[config.mk]
export PLATFORM = sky130hd
export DESIGN_NAME = gen_counter
export DESIGN_NICKNAME = d
export VERILOG_FILES = /design/src/rtl/gen_counter.sv
export SDC_FILE = /design/constraint.sdc
export NUM_CORES = 1
export LEC_CHECK = 0
export CORE_MARGIN = 2
export CORE_UTILIZATION = 35
export CTS_CLUSTER_DIAMETER = 120
export CTS_CLUSTER_SIZE = 24
export DETAILED_ROUTE_END_ITERATION = 10
export GPL_ROUTABILITY_DRIVEN = 0
export PLACE_DENSITY = 0.62
export SLEW_MARGIN = 20
export SYNTH_ARGS = -nofsm -noshare
export SYNTH_HDL_FRONTEND = slang
export SYNTH_SLANG_ARGS = --single-unit
[constraint.sdc]
create_clock -name clk -period 2.65 [get_ports clk]
set_clock_uncertainty 0.2 [all_clocks]
set_input_delay 0.795 -clock clk [delete_from_list [all_inputs] [get_ports clk]]
set_output_delay 0.795 -clock clk [all_outputs]
set_load 0.03 [all_outputs]
[src/rtl/gen_counter.sv]
// Run-time configurable cycle/event counter with target or unbounded counting,
// abort/restart, saturation flag and run counter. Optional macro: GEN_COUNTER_AUTO_RELOAD_EN.
module gen_counter #(
  parameter int WIDTH    = 16,
  parameter int EVT_SYNC = 0
) (
  input  logic             clk,
  input  logic             reset,
  input  logic             start,
  input  logic             abort,
  input  logic             mode_event,
  input  logic             nomax,
  input  logic [WIDTH-1:0] target,
  input  logic             event_in,
  output logic [WIDTH-1:0] count,
  output logic             busy,
  output logic             done,
  output logic             saturated,
  output logic [7:0]       runs
);

  typedef enum logic {IDLE, RUN} state_t;

  localparam logic [WIDTH-1:0] ONE = {{(WIDTH-1){1'b0}}, 1'b1};

  state_t           state, state_d;
  logic [WIDTH-1:0] count_d, target_q, cnt_inc;
  logic             busy_d, done_d, sat_d, load;
  logic [7:0]       runs_d;
  logic             mode_q, nomax_q, evt_inc, inc;

  function automatic logic [WIDTH-1:0] sat_inc(input logic [WIDTH-1:0] v);
    return (&v) ? v : v + ONE;
  endfunction

  function automatic logic sat_hit(input logic [WIDTH-1:0] v);
    return &v;
  endfunction

  generate
    if (EVT_SYNC != 0) begin : g_sync
      logic evt_p0, evt_p1, evt_p2;
      // stage: two-flop synchroniser, then edge-history flop
      always_ff @(posedge clk or negedge reset) begin
        if (!reset) begin
          evt_p0 <= 1'b0;
          evt_p1 <= 1'b0;
          evt_p2 <= 1'b0;
        end else begin
          evt_p0 <= event_in;
          evt_p1 <= evt_p0;
          evt_p2 <= evt_p1;
        end
      end
      assign evt_inc = evt_p1 & ~evt_p2;
    end else begin : g_direct
      assign evt_inc = event_in;
    end
  endgenerate

  assign inc     = mode_q ? evt_inc : 1'b1;
  assign cnt_inc = count + ONE;

  always_comb begin
    state_d = state;
    count_d = count;
    busy_d  = busy;
    done_d  = 1'b0;
    sat_d   = saturated;
    runs_d  = runs;
    load    = 1'b0;
    if (abort) begin
      state_d = IDLE;
      busy_d  = 1'b0;
    end else if (start) begin
      // restart clears the count; a zero target without nomax completes immediately
      load    = 1'b1;
      count_d = '0;
      sat_d   = 1'b0;
      if (target == '0 && !nomax) begin
        done_d  = 1'b1;
        busy_d  = 1'b0;
        runs_d  = runs + 8'd1;
        state_d = IDLE;
      end else begin
        busy_d  = 1'b1;
        state_d = RUN;
      end
    end else if (state == RUN && inc) begin
      if (nomax_q) begin
        count_d = sat_inc(count);
        if (sat_hit(count_d)) sat_d = 1'b1;
      end else begin
        count_d = cnt_inc;
        if (cnt_inc == target_q) begin
          done_d = 1'b1;
          runs_d = runs + 8'd1;
`ifdef GEN_COUNTER_AUTO_RELOAD_EN
          count_d = '0;
`else
          busy_d  = 1'b0;
          state_d = IDLE;
`endif
        end
      end
    end
  end

  always_ff @(posedge clk or negedge reset) begin
    if (!reset) begin
      state     <= IDLE;
      count     <= '0;
      busy      <= 1'b0;
      done      <= 1'b0;
      saturated <= 1'b0;
      runs      <= 8'd0;
      target_q  <= '0;
      mode_q    <= 1'b0;
      nomax_q   <= 1'b0;
    end else begin
      state     <= state_d;
      count     <= count_d;
      busy      <= busy_d;
      done      <= done_d;
      saturated <= sat_d;
      runs      <= runs_d;
      if (load) begin
        target_q <= target;
        mode_q   <= mode_event;
        nomax_q  <= nomax;
      end
    end
  end

endmodule
== Yosys cells after proc, flatten, opt, wreduce, memory -nomap -nowiden ==
Index checks and enable logic that the tools add are counted.

* Register bits after elaboration: 45
* Word-level logic and storage cells: 59
* Input port bits: 23
* Output and inout port bits: 27

* Equality and inequality tests: 4
* Reductions and logical operators: 16
* Bitwise logic cells: 1
* Muxes and demuxes: 28
* Add/subtract/negate cells: 2

{| class="wikitable"
|+ Operators by type and width
! operator !! count
|-
| 16-bit two-way mux || 4
|-
| 8-bit two-way mux || 5
|-
| 16-bit AND reduction || 2
|-
| 1-bit two-way mux || 19
|-
| 16-bit by 1-bit adder with 16-bit output, second input constant || 1
|-
| 16-bit equality test || 1
|-
| 16-bit logical NOT || 1
|-
| 8-bit by 1-bit adder with 8-bit output, second input constant || 1
|-
| 2-bit nonzero test || 4
|-
| 3-bit nonzero test || 2
|-
| 5-bit AND reduction || 1
|-
| 4-bit AND reduction || 1
|-
| 3-bit != test, second input constant || 1
|-
| 3-bit AND reduction || 1
|-
| 1-bit logical AND || 2
|-
| 2-bit by 1-bit != test with 1-bit output, second input constant || 1
|-
| 2-bit != test, second input constant || 1
|-
| 2-bit AND reduction || 1
|-
| 1-bit logical NOT || 1
|-
| 1-bit inverter || 1
|}

== Longest topological paths before layout ==
* Depth after elaboration: 7
* Gate-level depth with buffers: 11
* Depth with buffers taken out: 9

== Worst setup path before layout ==
OpenSTA, ideal clock, no wires.

* Path kind: register -> register
* From: register count[1]
* To: register runs[1]
* Data required time: 2.325 ns
* Period minus slack after synthesis: 2.915 ns
* Setup slack: -0.265 ns
* Library setup time: 0.125 ns
* Data arrival time: 2.590 ns
* Buffers on the path: 2
* Cell stages (with the launch flop): 11
* Cells stage by stage: dfrtp_1 -> ha_1 -> and3_1 -> buf_4 -> and3_1 -> buf_4 -> xnor2_1 -> a21oi_2 -> o2111ai_2 -> o31ai_4 -> mux2_2

* Longest elaborated chain between the ends: 4

{| class="wikitable"
|+ RTL lines
! item !! RTL line !! RTL
|-
| start: declaration || 15 || <nowiki>output logic [WIDTH-1:0] count,</nowiki>
|-
| start signal: assignment || 122 || <nowiki>count <= count_d;</nowiki>
|-
| 16-bit by 1-bit adder with 16-bit output || 62 || <nowiki>assign cnt_inc = count + ONE;</nowiki>
|-
| 16-bit equality test || 95 || <nowiki>if (cnt_inc == target_q) begin</nowiki>
|-
| 2-bit nonzero test (no source line) || n/a ||
|-
| 5-bit AND reduction (no source line) || n/a ||
|-
| end signal: assignment || 126 || <nowiki>runs <= runs_d;</nowiki>
|-
| end: declaration || 19 || <nowiki>output logic [7:0] runs</nowiki>
|}

No other way between the ends.
A chain may end at the register's enable or synchronous reset.

== Worst setup path in the final report ==
* From: register count[0]
* To: register runs[1]

Same word-level chain as after synthesis.

==> summary.txt <==
DIE
--------------------------------------------------------------------------------------------
DIE AREA                                                                           9109 um^2
I/O pin total                                                                             50
Starting utilization of the core area                                                 0.3580
Die extent in y                                                                     95.44 um
Placement Rows                                                                            33
Die width                                                                           95.44 um
Core footprint                                                                     8175 um^2

SYNTH
--------------------------------------------------------------------------------------------
Share of synthesized cell area in full adder, half adder and majority cells         0.008551
Basic-gate share of the synthesized area counting and, or, nand and nor cells         0.2155
Synthesis warning total                                                                    0
Share of synthesized flip-flops with an asynchronous set or reset                      1.000
Fraction of synthesized cell area taken by the top area cell type                     0.3848
Share of the synthesized area in compound gates (AO/OA/AOI/OAI)                       0.1697
Share of the yosys chip area belonging to registers                                   0.3848
Synthesized-area fraction occupied by xor and xnor cells                              0.1005
Number of flops mapped to enable cells by yosys                                            0
Post-Synthesis Cells                                                                     316
Post-synthesis mux area share                                                        0.06926
Synth area leader                                                               sky130_fd_sc_hd__dfrtp_1
Most used standard cell by instance count after synthesis                       sky130_fd_sc_hd__dfrtp_1
Leading cell types by total area after synthesis                                sky130_fd_sc_hd__dfrtp_1, sky130_fd_sc_hd__mux2_2, sky130_fd_sc_hd__xnor2_1, sky130_fd_sc_hd__o21ai_0, sky130_fd_sc_hd__xor2_1
Count of cell types in the netlist                                                        56
Top cells by instance count after synthesis                                     sky130_fd_sc_hd__dfrtp_1, sky130_fd_sc_hd__o21ai_0, sky130_fd_sc_hd__nand2_1, sky130_fd_sc_hd__nor2_1, sky130_fd_sc_hd__xnor2_1
Dominant combinational cell family by area after synthesis                      simple AND/OR/NAND/NOR gates
Summed instance area of the synthesized netlist                                    2927 um^2
Synthesized netlist net count                                                            341
Mapped Avg Cell Area                                                              9.261 um^2
Synthesis-stage register bit count                                                        45
Most used flip-flop cell after synthesis                                        sky130_fd_sc_hd__dfrtp_1

TIMING
--------------------------------------------------------------------------------------------
Slew headroom                                                                         0.6436
Setup Viol. Count Final                                                                    2
Final period utilization                                                               1.017
Setup repair after global routing missed its margin                                      yes
Post-layout worst setup margin                                                   -0.04411 ns
Final hold slack                                                                   0.2429 ns
Final critical path time including I/O delays and setup                             2.694 ns
Total Negative Setup Slacks                                                      -0.06781 ns
Number of pins with negative max-slew slack in the final report                            0
Slew at the pin with the worst max-slew slack                                      0.5296 ns
Hold violation count in the final report                                                   0
Achievable Freq                                                                    371.2 MHz

ROUTING
--------------------------------------------------------------------------------------------
Number of iterations in the first detailed-routing pass                                    5
Total DRC errors in the routed layout                                                      0
WL per Instance                                                                     16.76 um
Initial DRC Count                                                                        226
Number of vias per cell after detailed routing                                         5.510
Final WL                                                                             8547 um
Number of antenna-violating nets in the routed design                                      0
Routed via count                                                                       2,810

PLACE
--------------------------------------------------------------------------------------------
Post-placement setup slack                                                        -0.4627 ns
Port-buffer cells                                                                         49
Placed cell area                                                                   3909 um^2
Post-DP HPWL                                                                         6388 um

GLOBAL ROUTE
--------------------------------------------------------------------------------------------
Vias in the first global route                                                         2,629
Global-route wire length before repair                                             13,680 um
Initial antenna violation count                                                            0
Maximum number of pins on one net before global-route repair                              46
Sum of overflow across all layers after global routing                                     0
Overall fraction of global-route tracks in use                                        0.1956

CLOCKING
--------------------------------------------------------------------------------------------
Largest buffer count on any clock path                                                     2
Clock slew seen by the registers of the worst setup and hold paths                   0.09 ns
CTS tree                                                                                done
Number of clock sinks                                                                     45
Number of buffers created by CTS                                                           5
Insertion delay of the later-clocked pin in the worst-skew pair                      0.30 ns
Clk Tree Root Cell                                                              sky130_fd_sc_hd__clkbuf_8
H-tree levels                                                                              2

CRITICAL PATH
--------------------------------------------------------------------------------------------
Crit path max-delay cell type                                                   sky130_fd_sc_hd__dfrtp_2
Worst Path Buf+Inv                                                                         1
Kind of launch point of the worst setup path                                            flop
Critical-path maximum fanout                                                               8
Critical Path Max Stage Delay                                                        0.42 ns
Chain of cells forming the critical path                                        ha_4 -> and3_4 -> and3_4 -> nor3b_4 -> xnor2_2 -> o2111ai_2 -> o31ai_4 -> buf_6 -> mux2_4
Most repeated library cell on the critical path                                 sky130_fd_sc_hd__and3_4
Data arrival time of the worst path                                                  2.69 ns
Critical Setup Path Class                                                         reg -> reg
Critical path endpoint category                                                         flop
Critical path's top delay family                                                simple AND/OR/NAND/NOR gates
Data required time of the critical path                                              2.64 ns

STATUS
--------------------------------------------------------------------------------------------
Run status                                                                      finished with violations
Violated checks                                                                 negative setup slack

POWER
--------------------------------------------------------------------------------------------
Power per standard cell area                                                    412.4 nW/um^2
Final Power                                                                       0.001707 W
Worst voltage drop across the vdd grid                                              233.1 uV
Static leakage                                                                      1.734 nW

CELLS AND AREA
--------------------------------------------------------------------------------------------
Syn-to-layout area delta                                                              41.47%
Number of nets in the final layout                                                       429
Number of antenna cells inserted                                                           0
Post-route design area                                                             4140 um^2
Share of final-layout standard cells stronger than drive strength 1                   0.3012

JOB
--------------------------------------------------------------------------------------------
Max-cap check violation count                                                              0

HOLD PATH
--------------------------------------------------------------------------------------------
Path category of the worst min-delay check                                       in -> async

[worst register-to-register path: cells and delay by family (launching register included)]
kind                     cells  cell delay [ns]
AO/OA/AOI/OAI                2             0.47
buffers and inverters        1             0.16
AND/OR/NAND/NOR              3             0.67
flip-flops                   1             0.42
multiplexers                 1             0.29
adder cells (fa/ha/maj)      1             0.18
XOR/XNOR                     1             0.18
[cell type report]
| type | count | area, um^2 |
|---|---|---|
| inverter | 7 | 26.28 |
| clock buffer | 6 | 72.57 |
| tap | 105 | 131.4 |
| timing repair buffer | 105 | 945.9 |
| multi-input combinational | 240 | 1788 |
| fill | 762 | 4035 |
| sequential | 45 | 1137 |
| clock inverter | 2 | 38.79 |
[state kept, by name (all words and copies together) (netlist names)]
name	count
count	16
target_q	16
runs	8
done	1
mode_q	1
nomax_q	1
saturated	1
state	1
[layout by cell type, fill, tap and decap left out, types with 6 or more instances in the layout]
cell type,synthesis,routed
sky130_fd_sc_hd__a21oi_1,17,17
sky130_fd_sc_hd__and3_1,8,6
sky130_fd_sc_hd__buf_4,5,50
sky130_fd_sc_hd__clkdlybuf4s50_1,0,36
sky130_fd_sc_hd__dfrtp_1,45,36
sky130_fd_sc_hd__dfrtp_2,0,9
sky130_fd_sc_hd__dlygate4sd2_1,0,9
sky130_fd_sc_hd__inv_1,7,7
sky130_fd_sc_hd__mux2_2,18,17
sky130_fd_sc_hd__nand2_1,20,20
sky130_fd_sc_hd__nand3_1,11,10
sky130_fd_sc_hd__nand4_1,10,10
sky130_fd_sc_hd__nor2_1,20,20
sky130_fd_sc_hd__o21ai_0,29,27
sky130_fd_sc_hd__xnor2_1,19,15
sky130_fd_sc_hd__xor2_1,12,10
[power by group]
group	total (W)	internal, W	switching (W)
sequential	0.000788	0.000735	0.0000534
combinational	0.000379	0.000202	0.000177
clock	0.000540	0.000284	0.000256
total	0.00171	0.00122	0.000486
[metal layers]
metal	track usage	wire length, um	vias to the layer above
met5	0	0	-
met4	0.05238	140	0
met3	0.02530	597	11
met2	0.3110	3985	130
met1	0.2808	3823	1350
li1	-	-	1319
[cells by family after synthesis]
| family | after synthesis |
|---|---|
| buffers and inverters | 31 |
| xor gates and xnor gates | 32 |
| and+or+nand+nor | 112 |
| muxes | 18 |
| AOI/OAI and AO/OA | 76 |
| DFF | 45 |
| adders and majority gates | 2 |
[repair_timing]
item | 4_1_cts | 5_1_grt
resized for setup | 29 | 8
hold buffers | 0 | 0
setup endpoints to repair | 10 | 13
buffers inserted | 2 | 1
pin swaps | 13 | 5
[worst paths after layout]
path | start | endpoint | slack (ns) | cells past startpoint
min in group clk | runs[7] | runs[7] | 0.28 | 1
max in group asynchronous | reset | count[4] | 1.75 | 2
setup / recovery | count[0] | runs[1] | -0.04 | 9
hold / removal | reset | count[14] | 0.24 | 2
setup reg to reg | count[0] | runs[1] | -0.04 | 9
hold reg to reg | runs[7] | runs[7] | 0.28 | 1
[per-stage QoR]
step | instances | utilization
global placement | 500 | 0.4781
finish | 510 | 0.5064
global route | 510 | 0.5064
floorplan | 316 | -
CTS | 510 | 0.5012
detailed placement | 500 | 0.4781
Power figures use the tool's default switching activity.
